### config.mk
export PLATFORM = sky130hd
export DESIGN_NAME = fifo_tcp_serializer_flat
export DESIGN_NICKNAME = d
export VERILOG_FILES = /design/src/rtl/fifo_tcp_serializer_if.sv /design/src/rtl/fifo_tcp_serializer.sv /design/src/flat_wrapper.sv
export SDC_FILE = /design/constraint.sdc
export NUM_CORES = 1
export LEC_CHECK = 0
export CORE_ASPECT_RATIO = 1.1
export CORE_MARGIN = 2
export CORE_UTILIZATION = 35
export CTS_CLUSTER_SIZE = 8
export DETAILED_ROUTE_END_ITERATION = 16
export GPL_TIMING_DRIVEN = 1
export HOLD_SLACK_MARGIN = 0.03
export PLACE_DENSITY = 0.63
export SKIP_LAST_GASP = 1
export SLEW_MARGIN = 20
export SYNTH_ARGS = -nofsm -noshare
export SYNTH_HDL_FRONTEND = slang
export SYNTH_SLANG_ARGS = --single-unit
### constraint.sdc
create_clock -name BUS_CLK -period 2.6 [get_ports BUS_CLK]
set_input_delay 0.52 -clock BUS_CLK [delete_from_list [all_inputs] [get_ports BUS_CLK]]
set_output_delay 0.52 -clock BUS_CLK [all_outputs]
set_load 0.005 [all_outputs]
### src/rtl/fifo_tcp_serializer_if.sv
`default_nettype none
// ==== fifo_tcp_serializer_if : upstream write stream, TCP byte stream and debug status ====
// ==== rev 1.0 ====
interface fifo_tcp_serializer_if #(
  parameter int AW = 4
);
  logic          CLEAR;
  logic          FIFO_WRITE;
  logic [31:0]   FIFO_DATA;
  logic          FIFO_FULL;
  logic [7:0]    TCP_TX_DATA;
  logic          TCP_TX_VALID;
  logic          TCP_TX_READY;
  logic [AW:0]   WORD_COUNT;
  logic          OVERFLOW;

  modport master (
    output CLEAR, FIFO_WRITE, FIFO_DATA, TCP_TX_READY,
    input  FIFO_FULL, TCP_TX_DATA, TCP_TX_VALID, WORD_COUNT, OVERFLOW
  );

  modport slave (
    input  CLEAR, FIFO_WRITE, FIFO_DATA, TCP_TX_READY,
    output FIFO_FULL, TCP_TX_DATA, TCP_TX_VALID, WORD_COUNT, OVERFLOW
  );
endinterface
`default_nettype wire

### src/rtl/fifo_tcp_serializer.sv
`default_nettype none
// ==== fifo_tcp_serializer : 32-bit word FIFO drained as little-endian bytes on valid/ready ====
// ==== rev 1.0 ====
module fifo_tcp_serializer #(
  parameter int DEPTH = 16,
  parameter int AW    = 4
) (
  input  wire logic              BUS_CLK,
  input  wire logic              RESET_N,
  fifo_tcp_serializer_if.slave   bus
);

  localparam logic [AW:0] c_FULL_CNT = (AW+1)'(DEPTH);

  typedef enum logic [0:0] {
    S_IDLE = 1'b0,
    S_SEND = 1'b1
  } state_t;

  logic [31:0]   r_mem [DEPTH];
  logic [AW-1:0] r_wptr;
  logic [AW-1:0] r_rptr;
  logic [AW:0]   r_count;
  logic          r_overflow;
  logic          r_valid;
  logic [7:0]    r_data;
  logic [1:0]    r_idx;
  logic [31:0]   r_hold;
  state_t        r_state;

  logic          w_full;
  logic          w_push;
  logic          w_hs;
  logic          w_pop;
  logic [31:0]   w_rd;
  logic [1:0]    w_idx_nx;

  // Fullness uses the registered count only, so a same-edge pop never admits a push.
  assign w_full   = (r_count == c_FULL_CNT);
  assign w_push   = bus.FIFO_WRITE && !w_full && !bus.CLEAR;
  assign w_hs     = r_valid && bus.TCP_TX_READY;
  assign w_pop    = (r_count != '0) &&
                    ((r_state == S_IDLE) || (w_hs && (r_idx == 2'd3)));
  assign w_rd     = r_mem[r_rptr];
  assign w_idx_nx = r_idx + 2'd1;

  always_ff @(posedge BUS_CLK) begin
    if (w_push) begin
      r_mem[r_wptr] <= bus.FIFO_DATA;
    end
  end

  always_ff @(posedge BUS_CLK or negedge RESET_N) begin
    if (!RESET_N) begin
      r_wptr     <= '0;
      r_rptr     <= '0;
      r_count    <= '0;
      r_overflow <= 1'b0;
      r_valid    <= 1'b0;
      r_data     <= '0;
      r_idx      <= '0;
      r_hold     <= '0;
      r_state    <= S_IDLE;
    end else if (bus.CLEAR) begin
      r_wptr     <= '0;
      r_rptr     <= '0;
      r_count    <= '0;
      r_overflow <= 1'b0;
      r_valid    <= 1'b0;
      r_idx      <= '0;
      r_state    <= S_IDLE;
    end else begin
      if (bus.FIFO_WRITE && w_full) begin
        r_overflow <= 1'b1;
      end
      if (w_push) begin
        r_wptr <= r_wptr + 1'b1;
      end
      if (w_pop) begin
        r_rptr <= r_rptr + 1'b1;
      end
      case ({w_push, w_pop})
        2'b10:   r_count <= r_count + 1'b1;
        2'b01:   r_count <= r_count - 1'b1;
        default: r_count <= r_count;
      endcase

      // A pop always loads HOLD and presents byte0 on the following cycle.
      case (r_state)
        S_IDLE: begin
          if (w_pop) begin
            r_hold  <= w_rd;
            r_data  <= w_rd[7:0];
            r_idx   <= 2'd0;
            r_valid <= 1'b1;
            r_state <= S_SEND;
          end
        end
        S_SEND: begin
          if (w_hs) begin
            if (r_idx != 2'd3) begin
              r_idx  <= w_idx_nx;
              r_data <= r_hold[{w_idx_nx, 3'b000} +: 8];
            end else if (w_pop) begin
              r_hold <= w_rd;
              r_data <= w_rd[7:0];
              r_idx  <= 2'd0;
            end else begin
              r_valid <= 1'b0;
              r_state <= S_IDLE;
            end
          end
        end
        default: r_state <= S_IDLE;
      endcase
    end
  end

  assign bus.FIFO_FULL    = w_full;
  assign bus.TCP_TX_DATA  = r_data;
  assign bus.TCP_TX_VALID = r_valid;
  assign bus.WORD_COUNT   = r_count;
  assign bus.OVERFLOW     = r_overflow;

endmodule
`default_nettype wire
### src/flat_wrapper.sv
// flat-port wrapper written by rule: the top's interface ports become plain ports
module fifo_tcp_serializer_flat 
#(
  parameter int DEPTH = 16,
  parameter int AW    = 4
)
  (BUS_CLK, RESET_N, bus_CLEAR, bus_FIFO_WRITE, bus_FIFO_DATA, bus_TCP_TX_READY, bus_FIFO_FULL, bus_TCP_TX_DATA, bus_TCP_TX_VALID, bus_WORD_COUNT, bus_OVERFLOW);
  fifo_tcp_serializer_if #(.AW(AW)) bus_i ();
  input  wire logic BUS_CLK;
  input  wire logic RESET_N;
  input wire logic [$bits(bus_i.CLEAR)-1:0] bus_CLEAR;
  input wire logic [$bits(bus_i.FIFO_WRITE)-1:0] bus_FIFO_WRITE;
  input wire logic [$bits(bus_i.FIFO_DATA)-1:0] bus_FIFO_DATA;
  input wire logic [$bits(bus_i.TCP_TX_READY)-1:0] bus_TCP_TX_READY;
  output wire logic [$bits(bus_i.FIFO_FULL)-1:0] bus_FIFO_FULL;
  output wire logic [$bits(bus_i.TCP_TX_DATA)-1:0] bus_TCP_TX_DATA;
  output wire logic [$bits(bus_i.TCP_TX_VALID)-1:0] bus_TCP_TX_VALID;
  output wire logic [$bits(bus_i.WORD_COUNT)-1:0] bus_WORD_COUNT;
  output wire logic [$bits(bus_i.OVERFLOW)-1:0] bus_OVERFLOW;
  assign bus_i.CLEAR = bus_CLEAR;
  assign bus_i.FIFO_WRITE = bus_FIFO_WRITE;
  assign bus_i.FIFO_DATA = bus_FIFO_DATA;
  assign bus_i.TCP_TX_READY = bus_TCP_TX_READY;
  assign bus_FIFO_FULL = bus_i.FIFO_FULL;
  assign bus_TCP_TX_DATA = bus_i.TCP_TX_DATA;
  assign bus_TCP_TX_VALID = bus_i.TCP_TX_VALID;
  assign bus_WORD_COUNT = bus_i.WORD_COUNT;
  assign bus_OVERFLOW = bus_i.OVERFLOW;
  fifo_tcp_serializer #(.DEPTH(DEPTH), .AW(AW)) u_core (.BUS_CLK(BUS_CLK), .RESET_N(RESET_N), .bus(bus_i));
endmodule
Word-level counts from Yosys, hierarchy flattened:

Memories as Yosys holds them, arrays and structs flattened.
Index checks and enable logic that the tools add are counted.

* latch bits: 0
* logic and storage cells: 80
* bits in writable memories: 512
* memories: 1
* output and inout bits: 16
* register bits after elaboration: 58
* memory bits (read-only): 0

Memory list
* u_core.r_mem: depth 16, bits a word 32, rd ports 1, clocked after Yosys merged registers in 0, wr ports 1, line fifo_tcp_serializer.sv:20 `logic [31:0] r_mem [DEPTH];`

* reduce and logical (&&, ||, !) cells: 17
* multiplexer cells: 34
* div/mod/pow operators: 0
* equal/unequal tests: 11
* magnitude comparators: 0
* $mul: 0
* add/subtract/negate cells: 5
* shift operators: 1
* bitwise logic cells: 2

Operators by type and width (count)
* 32-bit two-way mux: 3
* 32-bit case mux with 2 select lines: 1
* 32-bit by 6-bit indexed part select with 8-bit output: 1
* 8-bit two-way mux: 3
* 4-bit two-way mux: 4
* 8-bit case mux with 2 select lines: 1
* 1-bit two-way mux: 13
* 5-bit case mux with 2 select lines: 1
* 3-bit inequality test (second input constant): 3
* 4-bit by 1-bit adder with 4-bit output (second input constant): 2
* 2-bit two-way mux: 4
* 1-bit logical AND: 6
* 2-bit inequality test (second input constant): 3
* 2-bit nonzero test: 3
* 5-bit by 1-bit adder with 5-bit output (second input constant): 1
* 5-bit == test (second input constant): 1
* 5-bit two-way mux: 1
* 5-bit nonzero test: 1
* 5-bit by 1-bit subtractor with 5-bit output (second input constant): 1
* 2-bit == test (second input constant): 2
* 1-bit case mux with 2 select lines: 2
* 2-bit case mux with 2 select lines: 1
* 4-bit AND reduction: 1
* 3-bit by 2-bit inequality test with 1-bit output (second input constant): 1
* 8 further kinds: 10

Longest topological paths before layout:

* depth in word-level cells: 9
* gate-level depth with buffers: 11
* depth with buffers taken out: 11

Worst setup path after synthesis:

OpenSTA, ideal clock, no wires.

* kind: flip-flop to flip-flop
* from: reg u_core.r_count[1], in the netlist u_core.bus.WORD_COUNT[1]
* to: reg u_core.r_count[4], in the netlist u_core.bus.WORD_COUNT[4]
* stages on the path, launching flop included: 11
* setup slack: -0.204 ns
* setup time: 0.078 ns
* data arrival time: 2.726 ns
* path buffers: 0
* required time: 2.522 ns
* cell sequence: dfrtp_1 -> or4_4 -> o2bb2ai_2 -> nor2_1 -> xor2_1 -> ha_1 -> or3_1 -> a21oi_1 -> nor3_1 -> or4_1 -> a21oi_1

* cells in the longest elaborated chain, start to end: 7
* elaborated cells between the ends (all ways): 13
* classes of those cells: add/sub: 2; eq/ne: 3; mux: 2; reduce/logical: 6

RTL lines
* start: declaration: line fifo_tcp_serializer.sv:23 `logic [AW:0] r_count;`
* start signal: assignment: line fifo_tcp_serializer.sv:83 `2'b10: r_count <= r_count + 1'b1;`
* start signal: assignment: line fifo_tcp_serializer.sv:84 `2'b01: r_count <= r_count - 1'b1;`
* start signal: assignment: line fifo_tcp_serializer.sv:85 `default: r_count <= r_count;`
* 5-bit == test: line fifo_tcp_serializer.sv:39 `assign w_full = (r_count == c_FULL_CNT);`
* 1-bit logical NOT: line fifo_tcp_serializer.sv:40 `assign w_push = bus.FIFO_WRITE && !w_full && !bus.CLEAR;`
* 1-bit logical AND (2 in series): line fifo_tcp_serializer.sv:40
* 2-bit by 1-bit == test with 1-bit output / 2-bit == test (equally long branches): line fifo_tcp_serializer.sv:82 `case ({w_push, w_pop})`
* 5-bit case mux with 2 select lines: line fifo_tcp_serializer.sv:82
* 5-bit two-way mux: line fifo_tcp_serializer.sv:64 `end else if (bus.CLEAR) begin`

Several ways; a longest one is shown, not always the timed one.
A chain may end at the register's enable or synchronous reset.

Worst setup path in the final report:

* from: reg u_core.r_count[0], in the netlist u_core.bus.WORD_COUNT[0]
* to: reg u_core.r_count[4], in the netlist u_core.bus.WORD_COUNT[4]

The elaborated chain is that of the path after synthesis.

==> metrics.md <==
| Metric | Value |
|---|---|
| Fin crit share | `1.02` |
| Area added between synthesis and finish | `21.2%` |
| Yosys top cell area share | `0.696` |
| Largest family of logic cells by synthesized area | `multiplexers` |
| Std cell rows | `96` |
| Starting density of the core | `0.354` |
| Core Region | `62500 sq um` |
| Setup WS pre-CTS | `-0.253 ns` |
| CTS Buf Count | `81` |
| Clk_lat worst skew | `0.61 ns` |
| Main synth FF type | `edfxtp_1` |
| Post-synth ARST share | `0.102` |
| Failing checks | `setup timing` |
| Max Slew Vio Count | `0` |
| Hold WC Path Type | `in -> async` |
| Post-layout minimum cycle time | `2.64 ns` |
| Layout cell share with drive strength beyond 1 | `0.335` |
| Die area | `65100 sq um` |
| Vias in the first global route | `11200` |
| Post-DRT Antenna Nets | `0` |
| Post-Synth Simple-Gate Area | `0.0238` |
| Distinct cells, synth | `44` |
| Most frequent CP cell | `a21oi_2` |
| Total GRT Usage | `0.151` |
| Clk buf depth | `3` |
| Syn avg cell area | `22.2 sq um` |
| Multiplexer share of the synthesized area | `0.177` |
| WS Path Type | `reg -> reg` |
| Fin worst setup slack | `-0.0443 ns` |
| Routed len/inst | `23.6 microns` |
| Number of antenna violations at the first check in global routing | `2` |
| CP delay by family, top | `simple AND/OR/NAND/NOR gates` |
| Crit path DAT | `3.19 ns` |
| Wirelength, routed | `47800 microns` |
| Crit Path Max Fanout | `3` |
| Final hold viol count | `0` |
| Final setup violation count | `2` |
| Setup crit end kind | `flop` |
| CP bufs+invs | `0` |
| Post-synthesis compound-gate area fraction | `0.0164` |
| Worst-path cell chain | `or4_4, o2bb2ai_4, nor2_2, xor2_1, ha_2, or3_1, a21oi_2, nor3_1, or4_1, a21oi_2` |
| GRT overflow | `0` |
| Actual slew at the worst max-slew pin | `0.631 ns` |
| Synthesized flop and latch total | `570` |
| Critical path's slowest cell | `or4_4` |
| Post-route DRC violation count | `0` |
| Reg clk slew, reported paths | `0.05 ns` |
| # Max-Cap Violations | `0` |
| Pwr Density | `948 nW/um^2` |
| Synth Warn # | `0` |
| Slew headroom | `0.579` |
| Synth area leaders | `edfxtp_1, mux4_2, dfrtp_1` |
| Mapped cell area | `22100 sq um` |
| CTS root buffer | `clkbuf_16` |
| CTS tree | `yes` |
| Post-Syn Instances | `993` |
| Fmax | `378 MHz` |
| Clk sink count | `570` |
| Number of synthesized flops with an enable pin | `512` |
| Height of the die | `267 microns` |
| CP Launch Type | `flop` |
| NumNets Final | `1212` |
| Max incr delay on CP | `0.57 ns` |
| Post-DR vias/cell | `5.11` |
| IO Port Bufs | `52` |
| Final setup skew | `0.0175 ns` |
| Largest net degree at the start of global routing | `59` |
| Area after DPL | `24500 sq um` |
| Layout fillers | `5353` |
| Gpl congestion | `0.784` |
| Most common cell in the netlist | `edfxtp_1` |
| Xor-xnor portion of the synthesized cell area | `0.00357` |
| Worst EP required | `3.14 ns` |
| Die W | `244 microns` |
| Yosys top cell by area | `edfxtp_1` |
| Post-DP HPWL | `29600 microns` |
| Final instance area | `26800 sq um` |
| H-tree depth | `3` |
| 1st-iter DRT viols | `802` |
| Post-synthesis sequential area ratio | `0.762` |
| Syn_nets | `1038` |
| Detailed Routing Iterations Pass 1 | `5` |
| Io pins | `53` |
| Power, Total | `25.4 mW` |
| First-pass GRT wire length | `72400 microns` |
| Post-synthesis adder-cell area fraction | `0.00453` |
| Outcome | `complete, but fails checks` |
| Via count | `10300` |
| Pleak | `8.60 nW` |
| Maximum VDD drop | `0.000419 V` |
| Top post-synthesis cells by count | `edfxtp_1, mux4_2, dfrtp_1` |
| RSZ-0062 raised after global routing | `true` |
| Antenna Cells | `0` |
## metrics by stage
step | utilization | setup TNS, ns | std cells | hold WS (ns)
floorplan | - | -0.0781 | 993 | 0.224
global placement | 0.392 | -0.511 | 1911 | 0.461
detailed placement | 0.392 | -0.482 | 1911 | 0.463
CTS | 0.428 | -0.0371 | 2022 | 0.448
global route | 0.429 | -0.298 | 2024 | 0.496
finish | 0.429 | -0.0826 | 2024 | 0.451
## cells in the final DEF (no fill, tap or decap), drive strengths merged, types with 13 or more instances in the layout
master         synthesis  routed
a21oi                 13      13
and2                  18      18
buf                   30      88
clkbuf                19     100
clkdlybuf4s50          0      50
dfrtp                 58      58
edfxtp               512     512
mux2                  26      26
mux4                 160     160
nand2                 29      29
nor2                  40      40
o22ai                 21      21
## repair_timing
action,in CTS,in global routing
resized for setup,8,1
pin swaps,5,3
setup buffers,3,2
endpoints found under the setup margin,3,3
hold buffers,1,0
endpoints found under the hold margin,58,0
## final cells by class
type,count,area [sq um],share of cell area
sequential,570,16800,0.629
multi-input combinational,367,5040,0.188
clock buffer,100,2140,0.0800
timing repair buffer,140,1600,0.0599
tap,833,1040,0.0389
clock inverter,7,75.1,0.00280
inverter,7,26.3,0.000981
## logic make-up after synthesis
family,after synthesis
xor gates and xnor gates,9
and+or+nand+nor,110
DFF,570
buffers and inverters,56
adders and majority gates,8
AOI/OAI and AO/OA,53
muxes,187
## final timing paths
| kind | from | slack [ns] | endpoint | cells past startpoint |
|---|---|---|---|---|
| min in group BUS_CLK | u_core.r_hold[4]$_DFFE_PN0P_ | 0.48 | u_core.r_hold[4]$_DFFE_PN0P_ | 2 |
| worst min-delay path | RESET_N | 0.45 | u_core.bus.OVERFLOW$_DFFE_PN0P_ | 3 |
| max in group asynchronous | RESET_N | 1.86 | u_core.bus.WORD_COUNT[1]$_DFFE_PN0P_ | 3 |
| worst max-delay path | u_core.bus.WORD_COUNT[0]$_DFFE_PN0P_ | -0.04 | u_core.bus.WORD_COUNT[4]$_DFFE_PN0P_ | 10 |
| worst min register to register | u_core.r_hold[4]$_DFFE_PN0P_ | 0.48 | u_core.r_hold[4]$_DFFE_PN0P_ | 2 |
| worst max register to register | u_core.bus.WORD_COUNT[0]$_DFFE_PN0P_ | -0.04 | u_core.bus.WORD_COUNT[4]$_DFFE_PN0P_ | 10 |
## state kept, by name, indices dropped and copies added (netlist names)
name                     cells
u_core.bus.OVERFLOW          1
u_core.bus.TCP_TX_DATA       8
u_core.bus.TCP_TX_VALID      1
u_core.bus.WORD_COUNT        5
u_core.r_hold               32
u_core.r_idx                 2
u_core.r_mem               512
u_core.r_rptr                4
u_core.r_state               1
u_core.r_wptr                4
## worst min-delay path: cells and delay by family
kind / cells / cell delay (ns)
buffers and inverters: 3 / 0.92
## metal layers
layer  wire length [microns]  vias up  global-route usage
li1                        -     4477                   -
met1                   20500     5563               0.194
met2                   23800      221               0.251
met3                    2010       80              0.0301
met4                    1460        4              0.0644
met5                      27        -                   0
## where the power goes
| group | switching [mW] | total (mW) | internal (mW) |
|---|---|---|---|
| logic | 2.39 | 5.22 | 2.83 |
| clock network | 3.59 | 9.29 | 5.70 |
| registers | 0.348 | 10.9 | 10.5 |
(Power assumes the default switching activity.)
